$ cat src/rtl/serial_sub_pkg.sv
// Shared definitions for the serial subtractor: FSM state encoding and
// the slice-counter width helper.
package serial_sub_pkg;

    typedef enum logic {
        ST_IDLE = 1'b0,
        ST_RUN  = 1'b1
    } state_t;

    // Counter width for n slices: clog2(n), never narrower than one bit.
    function automatic int unsigned cnt_width(input int unsigned n);
        return (n > 1) ? $clog2(n) : 1;
    endfunction

endpackage

$ cat src/rtl/serial_subtractor_sub_slice.sv
// SLICE-bit ripple chain of 1-bit full adders computing a_s + ~b_s + cin.
// c_msb_in is the carry entering the top bit, used for signed overflow.
module sub_slice #(
    parameter int unsigned SLICE = 1
) (
    input  logic [SLICE-1:0] a_s,
    input  logic [SLICE-1:0] b_s,
    input  logic             cin,
    output logic [SLICE-1:0] d_s,
    output logic             cout,
    output logic             c_msb_in
);

    logic [SLICE-1:0] nb;

    assign nb = ~b_s;

    // Ripple the carry bit by bit through the slice.
    always_comb begin : ripple
        logic c;
        c        = cin;
        c_msb_in = cin;
        d_s      = '0;
        for (int unsigned i = 0; i < SLICE; i++) begin
            if (i == SLICE - 1) begin
                c_msb_in = c;
            end
            d_s[i] = a_s[i] ^ nb[i] ^ c;
            c      = (a_s[i] & nb[i]) | (c & (a_s[i] ^ nb[i]));
        end
        cout = c;
    end

endmodule

$ cat src/rtl/serial_subtractor.sv
// Multi-cycle two's-complement subtractor: diff = a - b = a + ~b + 1,
// SLICE bits per clock with a registered carry between slices.
// Optional zero-result flag: define SERIAL_SUBTRACTOR_ZERO_FLAG_EN.
module serial_subtractor
    import serial_sub_pkg::*;
#(
    parameter int unsigned WIDTH = 32,
    parameter int unsigned SLICE = 1
) (
    input  logic             clk,
    input  logic             reset,
    input  logic             start,
    input  logic [WIDTH-1:0] a,
    input  logic [WIDTH-1:0] b,
    output logic [WIDTH-1:0] diff,
    output logic             carryout,
    output logic             overflow,
    output logic             busy,
    output logic             done
`ifdef SERIAL_SUBTRACTOR_ZERO_FLAG_EN
   ,output logic             zero
`endif
);

    localparam int unsigned N  = WIDTH / SLICE;
    localparam int unsigned CW = cnt_width(N);
    localparam logic [CW-1:0] LAST = CW'(N - 1);

    if (WIDTH % SLICE != 0) begin : g_bad_slice
        $error("serial_subtractor: SLICE must divide WIDTH");
    end

    state_t           state_q;
    logic [WIDTH-1:0] a_q, b_q, res_q, res_d;
    logic [WIDTH-1:0] diff_q;
    logic [CW-1:0]    cnt_q;
    logic             carry_q, co_q, ov_q, busy_q, done_q;
    logic [SLICE-1:0] d_s;
    logic             s_cout, s_cmsb;

    sub_slice #(.SLICE(SLICE)) u_slice (
        .a_s      (a_q[SLICE-1:0]),
        .b_s      (b_q[SLICE-1:0]),
        .cin      (carry_q),
        .d_s      (d_s),
        .cout     (s_cout),
        .c_msb_in (s_cmsb)
    );

    // Result register shifts right; the new slice enters at the MSB end.
    always_comb begin
        res_d                   = res_q >> SLICE;
        res_d[WIDTH-1 -: SLICE] = d_s;
    end

`ifdef SERIAL_SUBTRACTOR_ZERO_FLAG_EN
    logic zero_q;
    assign zero = zero_q;

    // Zero flag updates only on the completing edge and holds like diff.
    always_ff @(posedge clk or posedge reset) begin
        if (reset) begin
            zero_q <= 1'b0;
        end else if (state_q == ST_RUN && cnt_q == LAST) begin
            zero_q <= (res_d == '0);
        end
    end
`endif

    // Control FSM plus datapath registers; outputs change only on completion.
    always_ff @(posedge clk or posedge reset) begin
        if (reset) begin
            state_q <= ST_IDLE;
            a_q     <= '0;
            b_q     <= '0;
            res_q   <= '0;
            diff_q  <= '0;
            cnt_q   <= '0;
            carry_q <= 1'b0;
            co_q    <= 1'b0;
            ov_q    <= 1'b0;
            busy_q  <= 1'b0;
            done_q  <= 1'b0;
        end else begin
            done_q <= 1'b0;
            case (state_q)
                ST_IDLE: begin
                    if (start) begin
                        a_q     <= a;
                        b_q     <= b;
                        carry_q <= 1'b1;
                        cnt_q   <= '0;
                        busy_q  <= 1'b1;
                        state_q <= ST_RUN;
                    end
                end
                ST_RUN: begin
                    a_q     <= a_q >> SLICE;
                    b_q     <= b_q >> SLICE;
                    res_q   <= res_d;
                    carry_q <= s_cout;
                    cnt_q   <= cnt_q + 1'b1;
                    if (cnt_q == LAST) begin
                        diff_q  <= res_d;
                        co_q    <= s_cout;
                        ov_q    <= s_cmsb ^ s_cout;
                        done_q  <= 1'b1;
                        busy_q  <= 1'b0;
                        state_q <= ST_IDLE;
                    end
                end
                default: state_q <= ST_IDLE;
            endcase
        end
    end

    assign diff     = diff_q;
    assign carryout = co_q;
    assign overflow = ov_q;
    assign busy     = busy_q;
    assign done     = done_q;

endmodule

$ cat config.mk
export PLATFORM = sky130hd
export DESIGN_NAME = serial_subtractor
export DESIGN_NICKNAME = d
export VERILOG_FILES = /design/src/rtl/serial_sub_pkg.sv /design/src/rtl/serial_subtractor_sub_slice.sv /design/src/rtl/serial_subtractor.sv
export SDC_FILE = /design/constraint.sdc
export NUM_CORES = 1
export LEC_CHECK = 0
export CORE_ASPECT_RATIO = 2
export CORE_MARGIN = 2
export CORE_UTILIZATION = 50
export DETAILED_ROUTE_END_ITERATION = 8
export DONT_BUFFER_PORTS = 1
export GPL_TIMING_DRIVEN = 0
export PLACE_DENSITY = 0.62
export SETUP_SLACK_MARGIN = 0.3
export SLEW_MARGIN = 20
export SYNTH_ARGS = -nofsm -noshare
export SYNTH_HDL_FRONTEND = slang
export SYNTH_SLANG_ARGS = --single-unit
export TNS_END_PERCENT = 20
$ cat constraint.sdc
create_clock -name clk -period 6.9 [get_ports clk]
set_input_delay 0 -clock clk [delete_from_list [all_inputs] [get_ports clk]]
set_output_delay 0 -clock clk [all_outputs]
set_load 0.05 [all_outputs]
==> qor.yml <==
outcome: "completed"
setup_violations: 0
synth-xor-area-share: 0.00439
critical_path_class: "reg -> reg"
synth.mux.area_fraction: 0.250
drv_cap: 0
crit_arrival_ns: 2.11
yosysWarnings: 0
required_ns: 7.18
synth_top_family_by_area: "multiplexers"
postRouteAntennaNets: 0
synthDominantCellAreaShare: 0.577
async_flop_share: 1.00
grt_max_degree: 94
synthCells: 459
seq_power_share: 0.503
tightest_slew_ns: 0.514
diodes: 0
dp_cells: 605
fin_nets: 616
grt_pass1_wl_um: 20200
final_cell_count_no_fill: 703
synth_fa_ha_area_frac: 0.00961
synth_area_leaders: "dfrtp_1 58%, mux2i_1 11%, mux2_4 11%"
rows: 56
finalHoldViolCount: 0
critPathMaxFanout: 10
hpwlAfterDp_um: 7890
post-route-period-util: 0.264
ff2ff_setup_slack_ns: 5.08
synth_compound_area_frac: 0.0614
critPathLaunchType: "flip-flop"
synth.most_common_cell: "dfrtp_1"
vias_per_cell: 5.31
drtIter0Drc: 128
drc: 0
peakVddDrop_uv: 283
end_kind: "flip-flop"
routedWlPerCell_um: 17.1
antenna_found_initial: 0
fp.coreArea_mm2: 0.0117
clk_pin_slew_worst_paths_ns: 0.05
die_area_mm2: 0.0129
reg2reg_from: "cnt_q[0]"
p_comb_frac: 0.218
place_congestion: 0.735
powerDensity_mw_per_mm2: 448
multi_input_area_mm2: 0.00228
cts_tree: "yes"
synth_edf_count: 0
first_pass_iters: 4
io_buffers: 0
p_total_uw: 3350
yosys.cell_types.count: 28
cts_root_buf: "clkbuf_16"
timing.rr.end: "diff[9]"
h-tree-depth: 4
net-switching-power_uw: 1180
crit_path_start: "cnt_q[0]"
design_area_mm2: 0.00748
period_minus_slack_ns: 1.82
track_usage: 0.199
start_util: 0.512
synth_commonest_cells: "138 x dfrtp_1, 67 x nand2_1, 67 x o21ai_0"
dpl-instance-area_mm2: 0.00621
die_x_um: 81.4
ys_seq_area_frac: 0.577
grt_pass1_vias: 4249
drive_gt1_frac: 0.208
grt-ovfl-total: 0
numClockSinks: 138
seq_area_mm2: 0.00345
max_freq_ghz: 0.548
syn_to_final_growth_pct: 24.9
die_y_um: 159
fin_tns_setup_ns: 0
p_leak_uw: 0.00364
reg2reg_depth: 6
pre_cts_ws_ns: 5.07
vias: 3733
synthFlopType: "dfrtp_1"
intPower_uw: 2170
synth_area_mm2: 0.00599
clock_latency_ns: 0.40
synth.net_count: 530
synthSimpleGateAreaFrac: 0.0556
clock_skew_ns: 0.00628
ys_ff_latch: 138
wirelength_um: 12000
cts_buffer_depth: 2
slew_viol_final: 0
syn_area_per_cell_um2: 13.0
p_sw_frac: 0.352
fin_ws_ns: 5.08
boundaryPins: 103
rsz0062_at_grt: "false"
fill_cells: 898
min_path_type: "in -> async"
slew_headroom: 0.657
cts_buffers: 17
synth_area_leader_cell: "dfrtp_1"
clkPwrFrac: 0.279
critical path: stages (launching register included):
cell	delay [ns]
dfrtp_1	0.41
ha_1	0.24
and3_1	0.21
ha_1	0.21
nand2_4	0.12
buf_6	0.19
mux2_4	0.31
kinds of logic after synthesis:
family                   after synthesis
multiplexers                         126
flip-flops                           138
adder cells (fa/ha/maj)                4
XOR/XNOR                               3
buffers and inverters                 35
AO/OA/AOI/OAI                         72
AND/OR/NAND/NOR                       81
registers in the layout (all words and copies together) (netlist names):
signal and flops:
a_q 32, b_q 32, busy 1, carry_q 1
carryout 1, cnt_q 5, diff 32, done 1
overflow 1, res_q 31, state_q 1
how the worst max path moves through the flow:
stage	end	slack [ns]	cells past startpoint
final	diff[9]	5.08	6
after global placement	b_q[12]	1.85	1
after detailed placement	diff[9]	5.07	6
after global routing	diff[9]	5.00	6
after CTS	diff[9]	5.06	6
after floorplan	a_q[0]	3.20	1
metrics by stage:
step                 util  hold slack, ns
finish              0.639          0.0977
global route        0.639           0.115
CTS                 0.639          0.0948
detailed placement  0.530          -0.132
global placement    0.527           0.163
floorplan               -           0.156
layout make-up:
type,count,area share
Sequential cell,138,0.462
Clock buffer,22,0.0634
Tap cell,145,0.0242
Multi-Input combinational cell,286,0.305
Timing Repair Buffer,67,0.0920
Inverter,5,0.00351
Clock inverter,10,0.0189
Buffer,30,0.0318
power by group through the flow:
stage	sequential (µW)	clock (µW)	combinational, µW
finish	1690	934	729
global route	1730	996	817
CTS	1690	954	742
detailed placement	1700	0	702
global placement	1690	0	667
floorplan	1620	0	596
what timing repair did:
action,CTS,global route
gates resized for setup,0,0
hold buffers,66,0
setup buffers,0,0
hold endpoints to repair,203,0
metal layers:
| layer | GRT usage | share of wire | vias up |
|---|---|---|---|
| met5 | 0 | 0 | - |
| li1 | - | - | 1753 |
| met4 | 0.0693 | 0.018 | 0 |
| met1 | 0.226 | 0.39 | 1862 |
| met3 | 0.0551 | 0.044 | 18 |
| met2 | 0.348 | 0.55 | 100 |
layout by cell type (no fill, tap or decap), types with 2 or more instances in the layout:
master	netlist	final
a21oi_1	2	2
mux2_2	15	15
dfrtp_1	138	138
mux2_1	4	4
mux2i_1	65	65
clkbuf_1	6	8
buf_4	3	3
clkbuf_16	0	17
buf_6	14	14
buf_2	7	7
mux2_4	42	42
clkbuf_8	0	3
o21ai_0	67	67
clkinvlp_4	0	5
ha_1	3	3
inv_1	4	3
dlygate4sd3_1	0	66
nor2_1	6	6
bufinv_16	0	3
nand2_1	67	67
nand2b_1	3	3
xor2_1	2	2
Note: power is estimated with default switching activity, not from simulation.
